[src/rtl/arcade_input_mapper.sv]
// ---------------------------------------------------------------------------
// arcade_input_mapper
//
// Registered input conditioning between hps_io joystick words and a
// Williams-2 style core's active-low panel ports and button bus. It merges
// NUM_JOY channels and tracks the most recently active channel. Each stick
// nibble can pass through a 4-way filter with last-pressed priority. A
// non-retriggering stretcher turns a coin press into a fixed-length pulse.
// Every output is registered: one cycle from joy_in to each output.
//
// Ports:
//   clk_sys     in   1            sole clock
//   reset_n     in   1            asynchronous active-low reset
//   joy_in      in   32*NUM_JOY   channel k at [32k+31:32k]
//                                 bits: 0 R, 1 L, 2 D, 3 U, 4-9 fire A-F,
//                                 10 start1, 11 start2, 12 coin,
//                                 13 advance, 14 autoup, 15 pause
//   mode        in   2            0 fire-4way, 1/3 move-with-fire,
//                                 2 second-joystick
//   four_way    in   1            enable 4-way filtering
//   ja          out  8            active-low panel A {hi, lo}, nibble {R,L,D,U}
//   jb          out  8            active-low panel B
//   btn         out  3            {start1, start2, coin_stretched}
//   aux         out  3            {advance, autoup, pause}
//   active_src  out  SW           lowest-index active channel, held when idle
// ---------------------------------------------------------------------------
module arcade_input_mapper #(
    parameter int NUM_JOY     = 2,
    parameter int COIN_CYCLES = 600000,
    parameter bit SHARED_JB   = 1'b1,
    // Derived width of active_src; leave at its default.
    parameter int SW          = (NUM_JOY > 1) ? $clog2(NUM_JOY) : 1
) (
    input  logic                  clk_sys,
    input  logic                  reset_n,
    input  logic [32*NUM_JOY-1:0] joy_in,
    input  logic [1:0]            mode,
    input  logic                  four_way,
    output logic [7:0]            ja,
    output logic [7:0]            jb,
    output logic [2:0]            btn,
    output logic [2:0]            aux,
    output logic [SW-1:0]         active_src
);

    // Channel that supplies the second stick (falls back to channel 0).
    localparam int STICK1 = (NUM_JOY > 1) ? 1 : 0;
    localparam int CW     = (COIN_CYCLES > 1) ? $clog2(COIN_CYCLES) : 1;
    localparam logic [CW-1:0] COIN_LOAD = CW'(COIN_CYCLES - 1);

    localparam logic [1:0] MODE_FIRE4 = 2'd0;
    localparam logic [1:0] MODE_TWIN  = 2'd2;

    typedef enum logic [1:0] {
        COIN_IDLE,
        COIN_PULSE,
        COIN_WAIT_REL
    } coin_state_e;

    // Reorder joystick bits {U,D,L,R} (bits 3..0) into nibble {R,L,D,U}.
    function automatic logic [3:0] f_stick(input logic [3:0] d);
        return {d[0], d[1], d[2], d[3]};
    endfunction

    // Nibble bit 0 is U, so the lowest set bit is the highest priority.
    function automatic logic [3:0] f_lowest(input logic [3:0] x);
        return x & (~x + 4'd1);
    endfunction

    function automatic logic [3:0] f_four_way(input logic [3:0] raw,
                                              input logic [3:0] prev_raw,
                                              input logic [3:0] prev_out);
        logic [3:0] rose;
        logic [3:0] held;
        rose = raw & ~prev_raw;
        held = prev_out & raw;
        if ((raw & (raw - 4'd1)) == 4'd0) return raw;    // zero or one bit
        else if (rose != 4'd0)            return f_lowest(rose);
        else if (held != 4'd0)            return f_lowest(held);
        else                              return f_lowest(raw);
    endfunction

    logic [15:0]   w_merged;
    logic          w_unused;
    logic [3:0]    w_lo_raw;
    logic [3:0]    w_hi_raw;
    logic [3:0]    w_lo_filt;
    logic [3:0]    w_hi_filt;
    logic [SW-1:0] w_active_idx;
    logic          w_coin;
    logic          w_coin_rise;
    coin_state_e   w_coin_state_next;
    logic [CW-1:0] w_coin_cnt_next;

    logic [3:0]    r_lo_prev_raw;
    logic [3:0]    r_lo_prev_out;
    logic [3:0]    r_hi_prev_raw;
    logic [3:0]    r_hi_prev_out;
    logic [7:0]    r_ja;
    logic [2:0]    r_btn;
    logic [2:0]    r_aux;
    logic [SW-1:0] r_active_src;
    logic          r_coin_prev;
    coin_state_e   r_coin_state;
    logic [CW-1:0] r_coin_cnt;

    // NOTE: every variable written in an always_comb gets a default at the
    // top so no path leaves it unassigned, which would infer a latch.
    always_comb begin
        w_merged = '0;
        w_unused = 1'b0;
        for (int k = 0; k < NUM_JOY; k++) begin
            w_merged = w_merged | joy_in[32*k +: 16];
            w_unused = w_unused ^ (^joy_in[32*k+16 +: 16]);
        end
        w_unused = w_unused ^ (^w_merged[9:8]);   // fire E/F have no panel pin
    end

    // Scan from the top so the lowest-index active channel wins.
    always_comb begin
        w_active_idx = r_active_src;
        for (int k = NUM_JOY - 1; k >= 0; k--) begin
            if (|joy_in[32*k +: 16]) w_active_idx = SW'(k);
        end
    end

    always_comb begin
        w_lo_raw = (mode == MODE_TWIN) ? f_stick(joy_in[3:0]) : f_stick(w_merged[3:0]);
        case (mode)
            MODE_TWIN:  w_hi_raw = f_stick(joy_in[32*STICK1 +: 4]);
            MODE_FIRE4: w_hi_raw = {w_merged[4], w_merged[7], w_merged[5], w_merged[6]};
            default:    w_hi_raw = f_stick(w_merged[3:0]);
        endcase
        w_lo_filt = four_way ? f_four_way(w_lo_raw, r_lo_prev_raw, r_lo_prev_out) : w_lo_raw;
        // Fire buttons in mode 0 must never be filtered against each other.
        w_hi_filt = (four_way && mode != MODE_FIRE4)
                    ? f_four_way(w_hi_raw, r_hi_prev_raw, r_hi_prev_out) : w_hi_raw;
    end

    assign w_coin      = w_merged[12];
    assign w_coin_rise = w_coin & ~r_coin_prev;

    always_comb begin
        w_coin_state_next = r_coin_state;
        w_coin_cnt_next   = r_coin_cnt;
        case (r_coin_state)
            COIN_IDLE: begin
                if (w_coin_rise) begin
                    w_coin_state_next = COIN_PULSE;
                    w_coin_cnt_next   = COIN_LOAD;
                end
            end
            COIN_PULSE: begin
                // Edges seen here are deliberately ignored: no retrigger.
                if (r_coin_cnt == '0) begin
                    w_coin_state_next = w_coin ? COIN_WAIT_REL : COIN_IDLE;
                end else begin
                    w_coin_cnt_next = r_coin_cnt - 1'b1;
                end
            end
            COIN_WAIT_REL: begin
                if (!w_coin) w_coin_state_next = COIN_IDLE;
            end
            default: w_coin_state_next = COIN_IDLE;
        endcase
    end

    always_ff @(posedge clk_sys or negedge reset_n) begin
        if (!reset_n) begin
            r_coin_state <= COIN_IDLE;
            r_coin_cnt   <= '0;
        end else begin
            r_coin_state <= w_coin_state_next;
            r_coin_cnt   <= w_coin_cnt_next;
        end
    end

    // NOTE: state is updated with non-blocking assignments so every register
    // samples pre-edge values regardless of statement order.
    always_ff @(posedge clk_sys or negedge reset_n) begin
        if (!reset_n) begin
            r_lo_prev_raw <= '0;
            r_lo_prev_out <= '0;
            r_hi_prev_raw <= '0;
            r_hi_prev_out <= '0;
            r_ja          <= 8'hFF;
            r_btn         <= '0;
            r_aux         <= '0;
            r_active_src  <= '0;
            r_coin_prev   <= 1'b0;
        end else begin
            r_lo_prev_raw <= w_lo_raw;
            r_lo_prev_out <= w_lo_filt;
            r_hi_prev_raw <= w_hi_raw;
            r_hi_prev_out <= w_hi_filt;
            r_ja          <= ~{w_hi_filt, w_lo_filt};
            // Register the pulse flag from next-state so it lines up with ja.
            r_btn         <= {w_merged[10], w_merged[11], w_coin_state_next == COIN_PULSE};
            r_aux         <= {w_merged[13], w_merged[14], w_merged[15]};
            r_active_src  <= w_active_idx;
            r_coin_prev   <= w_coin;
        end
    end

    generate
        if (SHARED_JB) begin : g_jb_shared
            assign jb = r_ja;
        end else begin : g_jb_own
            logic [3:0] w_jb_raw;
            logic [3:0] w_jb_filt;
            logic [3:0] r_jb_prev_raw;
            logic [3:0] r_jb_prev_out;
            logic [7:0] r_jb;

            assign w_jb_raw  = f_stick(joy_in[32*STICK1 +: 4]);
            assign w_jb_filt = four_way ? f_four_way(w_jb_raw, r_jb_prev_raw, r_jb_prev_out)
                                        : w_jb_raw;

            always_ff @(posedge clk_sys or negedge reset_n) begin
                if (!reset_n) begin
                    r_jb_prev_raw <= '0;
                    r_jb_prev_out <= '0;
                    r_jb          <= 8'hFF;
                end else begin
                    r_jb_prev_raw <= w_jb_raw;
                    r_jb_prev_out <= w_jb_filt;
                    r_jb          <= ~{4'b0000, w_jb_filt};
                end
            end

            assign jb = r_jb;
        end
    endgenerate

    assign ja         = r_ja;
    assign btn        = r_btn;
    assign aux        = r_aux;
    assign active_src = r_active_src;

endmodule

[config.mk]
export PLATFORM = sky130hd
export DESIGN_NAME = arcade_input_mapper
export DESIGN_NICKNAME = d
export VERILOG_FILES = /design/src/rtl/arcade_input_mapper.sv
export SDC_FILE = /design/constraint.sdc
export NUM_CORES = 1
export LEC_CHECK = 0
export BUFFER_PORTS_ARGS = -buffer_cell sky130_fd_sc_hd__clkbuf_2
export CORE_MARGIN = 2
export CORE_UTILIZATION = 40
export DETAILED_ROUTE_END_ITERATION = 16
export PLACE_DENSITY_LB_ADDON = 0.12
export SLEW_MARGIN = 10
export SYNTH_ARGS = -nofsm -noshare
export SYNTH_HDL_FRONTEND = slang
export SYNTH_SLANG_ARGS = --single-unit
export TNS_END_PERCENT = 5
[constraint.sdc]
create_clock -name clk_sys -period 2.1 [get_ports clk_sys]
set_input_delay 0.315 -clock clk_sys [delete_from_list [all_inputs] [get_ports clk_sys]]
set_output_delay 0.315 -clock clk_sys [all_outputs]
set_load 0.02 [all_outputs]
==> results of run 1 <==
==> final timing paths <==
path                           startpoint             end  slack [ns]
setup / recovery           r_coin_cnt[15]  r_coin_cnt[13]       -0.03
hold / removal                 joy_in[45]          aux[2]        0.21
setup reg to reg           r_coin_cnt[15]  r_coin_cnt[13]       -0.03
hold reg to reg            r_coin_cnt[12]  r_coin_cnt[12]        0.48
max in group asynchronous         reset_n           ja[3]        1.26
min in group asynchronous         reset_n          btn[0]        0.53
==> report_power, final <==
group,switching (W),leakage [nW],internal (W)
Clock,0.000358,0.0441,0.000235
Sequential,0.000132,0.598,0.00121
Combinational,0.000450,0.949,0.000378
==> final cells by class <==
type | instances | share of cell area [%]
Timing Repair Buffer | 112 | 19.19
Clock buffer | 5 | 1.865
Sequential cell | 54 | 36.89
Inverter | 17 | 1.729
Clock inverter | 3 | 0.5765
Multi-Input combinational cell | 209 | 36.49
Tap cell | 96 | 3.255
==> sequential cells by signal, summed over array words and instances, names as in the netlist <==
name           count
aux                3
r_coin_state       2
r_lo_prev_raw      4
r_coin_prev        1
btn                3
r_coin_cnt        20
r_hi_prev_out      4
r_lo_prev_out      4
active_src         1
r_hi_prev_raw      4
ja                 8
==> stage by stage <==
step                total power, W  instances
finish                    0.002765        496
global route              0.002954        496
CTS                       0.002789        496
detailed placement        0.002182        487
global placement          0.002168        487
floorplan                 0.001859        293
==> Yosys cell counts, types with 7 or more instances <==
cell type	n	area, sq um
dfrtp_1	46	1151
nand2_1	25	93.84
nor2_1	17	63.81
nor4_1	16	100.1
inv_1	15	56.30
o21ai_0	13	65.06
a21oi_1	12	60.06
nor3_1	10	50.05
xnor2_1	10	87.58
buf_4	8	60.06
dfstp_2	8	210.2
nand2b_1	7	43.79
==> timing repair <==
item,in CTS,in global routing
endpoints found under the hold margin,16,0
buffers inserted,0,0
pin swaps,0,1
hold buffers,1,0
gates resized for setup,1,0
endpoints found under the setup margin,5,15
==> logic make-up (layout without fill, tap and decap cells) <==
kind of cell               Yosys count  after routing  synth area share [%]
and+or+nand+nor                    117            117                 22.58
buffers and inverters               30            137                 5.349
xor gates and xnor gates            13             13                 3.990
adders and majority gates            2              2                0.7891
AOI/OAI and AO/OA                   76             76                 19.25
DFF                                 54             54                 47.70
muxes                                1              1                0.3507
==> worst max-delay path, stage by stage (launching register included) <==
cell     delay, ns
dfrtp_1       0.40
or4_4         0.55
or3_4         0.38
o21ai_4       0.23
a21oi_1       0.16
a211o_1       0.31
==> routing by layer <==
| layer | part of all wire (%) | vias to the layer above | GRT usage, % |
|---|---|---|---|
| met1 | 46 | 1184 | 27.13 |
| met2 | 48 | 79 | 31.10 |
| met4 | 1.2 | 0 | 5.647 |
| li1 | - | 1284 | - |
| met3 | 5.3 | 7 | 3.918 |
| met5 | 0 | - | 0 |
==> impl_results.md, run 1 <==
- Status: finished, violations left
- Failing checks: negative setup slack
- Overflow after GRT: 0
- Critical path class: flip-flop to flip-flop
- Die Area: 0.007827 sq mm
- Hold Path Depth: 2
- Port bufs: 59
- Width of the die: 88.47 um
- Post-Syn Area: 0.002854 sq mm
- Synthesized Nets: 363
- Worst Setup Slack post-DPL: -0.05167 ns
- Ports: 92
- Reg2reg path depth: 5
- HP Class: input pin to flip-flop
- Clock skew: 0.007189 ns
- Crit Path Max Fanout: 6
- Max Freq: 468.7 MHz
- FFs w/ async S/R, synth: 100.0%
- Initial core utilization: 41.78%
- Most common cell after layout, fill and taps aside: clkbuf_2
- Setup TNS: -0.08278 ns
- Tcrit/Tclk final: 101.6%
- Vias in the first global route: 2462
- CTS max path bufs: 2
- Flops & latches, synth: 54
- Initial antenna violation count: 0
- Clock transition at the registers of the reported paths: 0.10 ns
- Post-route ant nets: 0
- Starting DRC count in detailed routing: 114
- Post-route DRC: 0
- Row cnt: 30
- Most frequent cells in the layout: clkbuf_2, buf_4, dfrtp_1
- FILL cells: 644
- Core footprint: 0.006832 sq mm
- Root buf cell: clkbuf_8
- H-tree depth: 2
- Slew Viols, Final: 0
- Avg Cell Area, Syn: 9.741 sq um
- DRT Pass-1 Iters: 4
- Detail Placement HPWL: 5562 um
- Yosys cell types: 65
- Area growth from synthesis to layout: 29.29%
- First-pass GRT wire length: 11810 um
- RSZ-0062 raised after global routing: yes
- Worst hold margin: 0.2077 ns
- Crit path required time: 2.30 ns
- Placed cell area: 0.003583 sq mm
- Startpoint types: flip-flop
- Clk sink count: 54
- TritonCTS clock tree: done
- Layout cells sized above 1: 38.25%
- Syn Inst Count: 293
- Syn. warnings: 0
- Total track usage: 19.53%
- Vias: 2554
- Setup violations, final: 4
- Rel. slew slack: 61.95%
- Peak VDD IR: 0.4096 mV
- Power per Cell Area: 749.2 mW/mm^2
- Ys flop type: dfrtp_1
- Layout Nets: 469
- Critical path endpoint category: flip-flop
- Routed WL: 7036 um
- Clk_lat worst skew: 0.31 ns
- Register Area: 0.001361 sq mm
- Placer congestion estimate: 0.8804
- Post-synth EDFFs: 0
- Final hold vios: 0
- Seq/Total Area, Yosys: 47.70%
- Final Cell Area: 0.003690 sq mm
- Antenna Cells: 0
- Final worst-path setup slack: -0.03337 ns
- LEAKAGE: 1.591 nW
- Area of the multi-input gates: 0.001346 sq mm
- Slew @ Worst Pin: 0.5655 ns
- Max-cap violations: 0
- Number of buffers created by CTS: 5
- Die Height: 88.47 um
- Via/cell ratio: 5.149
- CP arrival: 2.34 ns
- Tmin final: 2.133 ns
- Largest net degree at the start of global routing: 55
- Final Core Density: 54.01%
- Routed len/inst: 14.19 um
(Power assumes the default switching activity.)
==> run 2, diff against run 1 <==
Settings changed: CORE_MARGIN 2 to 10, CORE_UTILIZATION 40 to 46, GPL_TIMING_DRIVEN set to 0.
==> run 2 against run 1 <==
  * The flow still finishes with violations (negative setup slack)
  * Total power rose by 0.63%
  * Global-route usage shrank 4.2 points
  * Design area is 5.5% lower
  * Highest routed layer unchanged
  * Largest cell class is now multi-input combinational cells
  * Clock skew up 0.0031 ns
  * First-iteration DRC count is 17% lower
  * Routed wire length up 6.2%
  * Critical path type unchanged
  * Clock power increased by 1%
  * Sequential power is essentially flat
  * Sequential share of layout area is 2.2 points higher
  * Die area up 25%
  * Non-clock buffer count is 34 lower
  * Final cell count fell by 11%
==> impl_results.md, run 2 (same netlist as run 1, synthesis figures left out) <==
- CP arrival: 2.29 ns (-0.05 ns)
- Final worst-path setup slack: -0.03017 ns (+0.003203 ns)
- Instance count on the critical path: 7 (+2)
- Slew Viols, Final: 0 (unchanged)
- Area growth from synthesis to layout: 22.14%
- Max stage delay cell, worst path: or4_4
- FILL cells: 530 (-18%)
- Routed len/inst: 16.94 um (+19%)
- Worst Setup Slack post-DPL: -0.2041 ns (-0.1525 ns)
- Antenna Cells: 0 (unchanged)
- Setup TNS: -0.08598 ns (-0.003204 ns)
- RSZ-0062 raised after global routing: yes
- Power per Cell Area: 798.1 mW/mm^2 (+6.5%)
- Rel. slew slack: 39.56% (-22 points)
- Die Area: 0.009755 sq mm (+25%)
- Power consumption: 0.002782 W (+0.63%)
- Number of buffers created by CTS: 5 (unchanged)
- Largest net degree at the start of global routing: 55 (unchanged)
- Max-cap violations: 0 (unchanged)
- Setup violations, final: 6 (+2)
- Vias: 2467 (-3.4%)
- Tmin final: 2.130 ns (-0.003203 ns)
- Placer congestion estimate: 0.8484 (-3.6%)
- Biggest register: r_coin_cnt
- Total track usage: 15.34% (-4.2 points)
- Clk sink count: 54 (unchanged)
- Critical path endpoint category: flip-flop
- Final hold vios: 0 (unchanged)
- Initial antenna violation count: 0 (unchanged)
- Slew @ Worst Pin: 0.8991 ns (+0.3336 ns)
- R2r endpoint: r_coin_cnt[17]
- Setup crit start: r_coin_cnt[15]
- CP Buf/Inv Count: 1 (+1)
- Row cnt: 28 (-6.7%)
- Detail Placement HPWL: 5599 um (+0.67%)
- Width of the die: 98.77 um (+12%)
- Family with the most delay on the worst path: simple AND/OR/NAND/NOR gates
- Status: finished, violations left
- LEAKAGE: 1.444 nW (-9.2%)
- Layout Nets: 435 (-7.2%)
- Via/cell ratio: 5.594 (+8.6%)
- H-tree depth: 2 (unchanged)
- Setup crit end: r_coin_cnt[17]
- First-pass GRT wire length: 12530 um (+6.1%)
- Max Freq: 469.4 MHz (+0.15%)
- Clock transition at the registers of the reported paths: 0.11 ns (about the same)
- Clock skew: 0.01030 ns (+0.003115 ns)
- Reg2reg setup slack: -0.03 ns (about the same)
- Crit path required time: 2.26 ns (-0.04 ns)
- Max FFs per register: 20 (unchanged)
- Crit path cell chain: or4_4 -> or3_4 -> o21ai_4 -> buf_4 -> a211o_1 -> xor2_1 -> nor2_1
- Startpoint types: flip-flop
- FF-to-FF Start: r_coin_cnt[15]
- Post-route DRC: 0 (unchanged)
- DRT Pass-1 Iters: 4 (unchanged)
- Root buf cell: clkbuf_8
- Post-route ant nets: 0 (unchanged)
- Core footprint: 0.005956 sq mm (-13%)
- Initial core utilization: 47.92% (+6.1 points)
- Most common cell after layout, fill and taps aside: clkbuf_2
- Vias in the first global route: 2594 (+5.4%)
- Starting DRC count in detailed routing: 95 (-17%)
- Reg2reg path depth: 7 (+2)
- Peak VDD IR: 0.4568 mV (+12%)
- # hold bufs at CTS: 0 (-1)
- Failing checks: negative setup slack
- CP max stage delay: 0.56 ns (about the same)
- Die Height: 98.77 um (+12%)
- Crit Path Max Fanout: 4 (-2)
- TritonCTS clock tree: done
- Tcrit/Tclk final: 101.4% (-0.15 points)
- HP Class: input pin to async pin
- Layout cells sized above 1: 36.07% (-2.2 points)
- Ports: 92 (unchanged)
- Overflow after GRT: 0 (unchanged)
- Routed WL: 7472 um (+6.2%)
- Clk_lat worst skew: 0.32 ns (about the same)
- Port bufs: 59 (unchanged)
- Most frequent cells in the layout: clkbuf_2, dfrtp_1, nand2_1
- CTS max path bufs: 2 (unchanged)
- Critical path class: flip-flop to flip-flop
==> run 2: cell types whose count changed in the layout (fill, tap and decap cells not counted), moves of 2 or more <==
| cell | before | now |
|---|---|---|
| clkbuf_1 | 0 | 2 |
| clkbuf_4 | 0 | 2 |
| buf_4 | 51 | 14 |
| a21oi_1 | 12 | 10 |
| nor4_2 | 0 | 4 |
| a21oi_2 | 2 | 4 |
| nor4_1 | 16 | 11 |
==> run 2: final cells by class <==
class	count	area, sq um	share of cell area [%]
plain buffers	13	91.34	2.620
clock buffers	5	68.82	1.974
clock inverters	3	25.02	0.7179
inverters	17	63.81	1.831
multi-input cells	209	1439	41.28
flip-flops and latches	54	1361	39.05
well taps	75	93.84	2.692
repair buffers	65	342.8	9.835
==> run 2: stage by stage <==
| step | area (sq um) | hold WS [ns] | cells | util [%] |
|---|---|---|---|---|
| 4_1_cts | 3417 | 0.08874 | 440 | 57.37 |
| 6_report | 3486 | 0.06118 | 441 | 58.53 |
| 2_1_floorplan | 2854 | 0.01941 | 293 | - |
| 3_5_place_dp | 3252 | 0.4473 | 427 | 54.60 |
| 5_1_grt | 3486 | 0.09756 | 441 | 58.53 |
| 3_3_place_gp | 3243 | 0.4670 | 427 | 54.45 |
==> run 2: report_power, final <==
part           internal [W]  switching (W)  total (W)
registers           0.00121       0.000159    0.00137
clock network      0.000241       0.000360   0.000601
logic              0.000346       0.000467   0.000812
==> run 2: layer usage <==
metal	global-route usage, %	routed length, um
met5	0	0
met1	19.21	3364
met4	3.308	80
met3	4.539	407
met2	25.40	3620
==> run 2: how the worst min path moves through the flow <==
stage                   startpoint             end  slack [ns]  cells after the start
finish                     reset_n   r_coin_cnt[5]        0.06                      1
global route               reset_n   r_coin_cnt[5]         0.1                      1
CTS                        reset_n   r_coin_cnt[5]        0.09                      1
detailed placement         reset_n   r_coin_cnt[5]        0.45                      1
global placement    r_coin_cnt[12]  r_coin_cnt[12]        0.47                      1
floorplan                  reset_n      active_src        0.02                      0
==> run 2: what timing repair did <==
action	CTS	global route
pin swaps	1	4
gates resized for setup	7	12
endpoints found under the setup margin	14	31
endpoints found under the hold margin	0	0
buffers inserted	5	1
==> run 2: worst register-to-register path, cell delays in order (launching register included) <==
cell and delay [ns]:
dfrtp_1 0.40, or4_4 0.56, or3_4 0.38, o21ai_4 0.17, buf_4 0.15, a211o_1 0.13
xor2_1 0.15, nor2_1 0.06
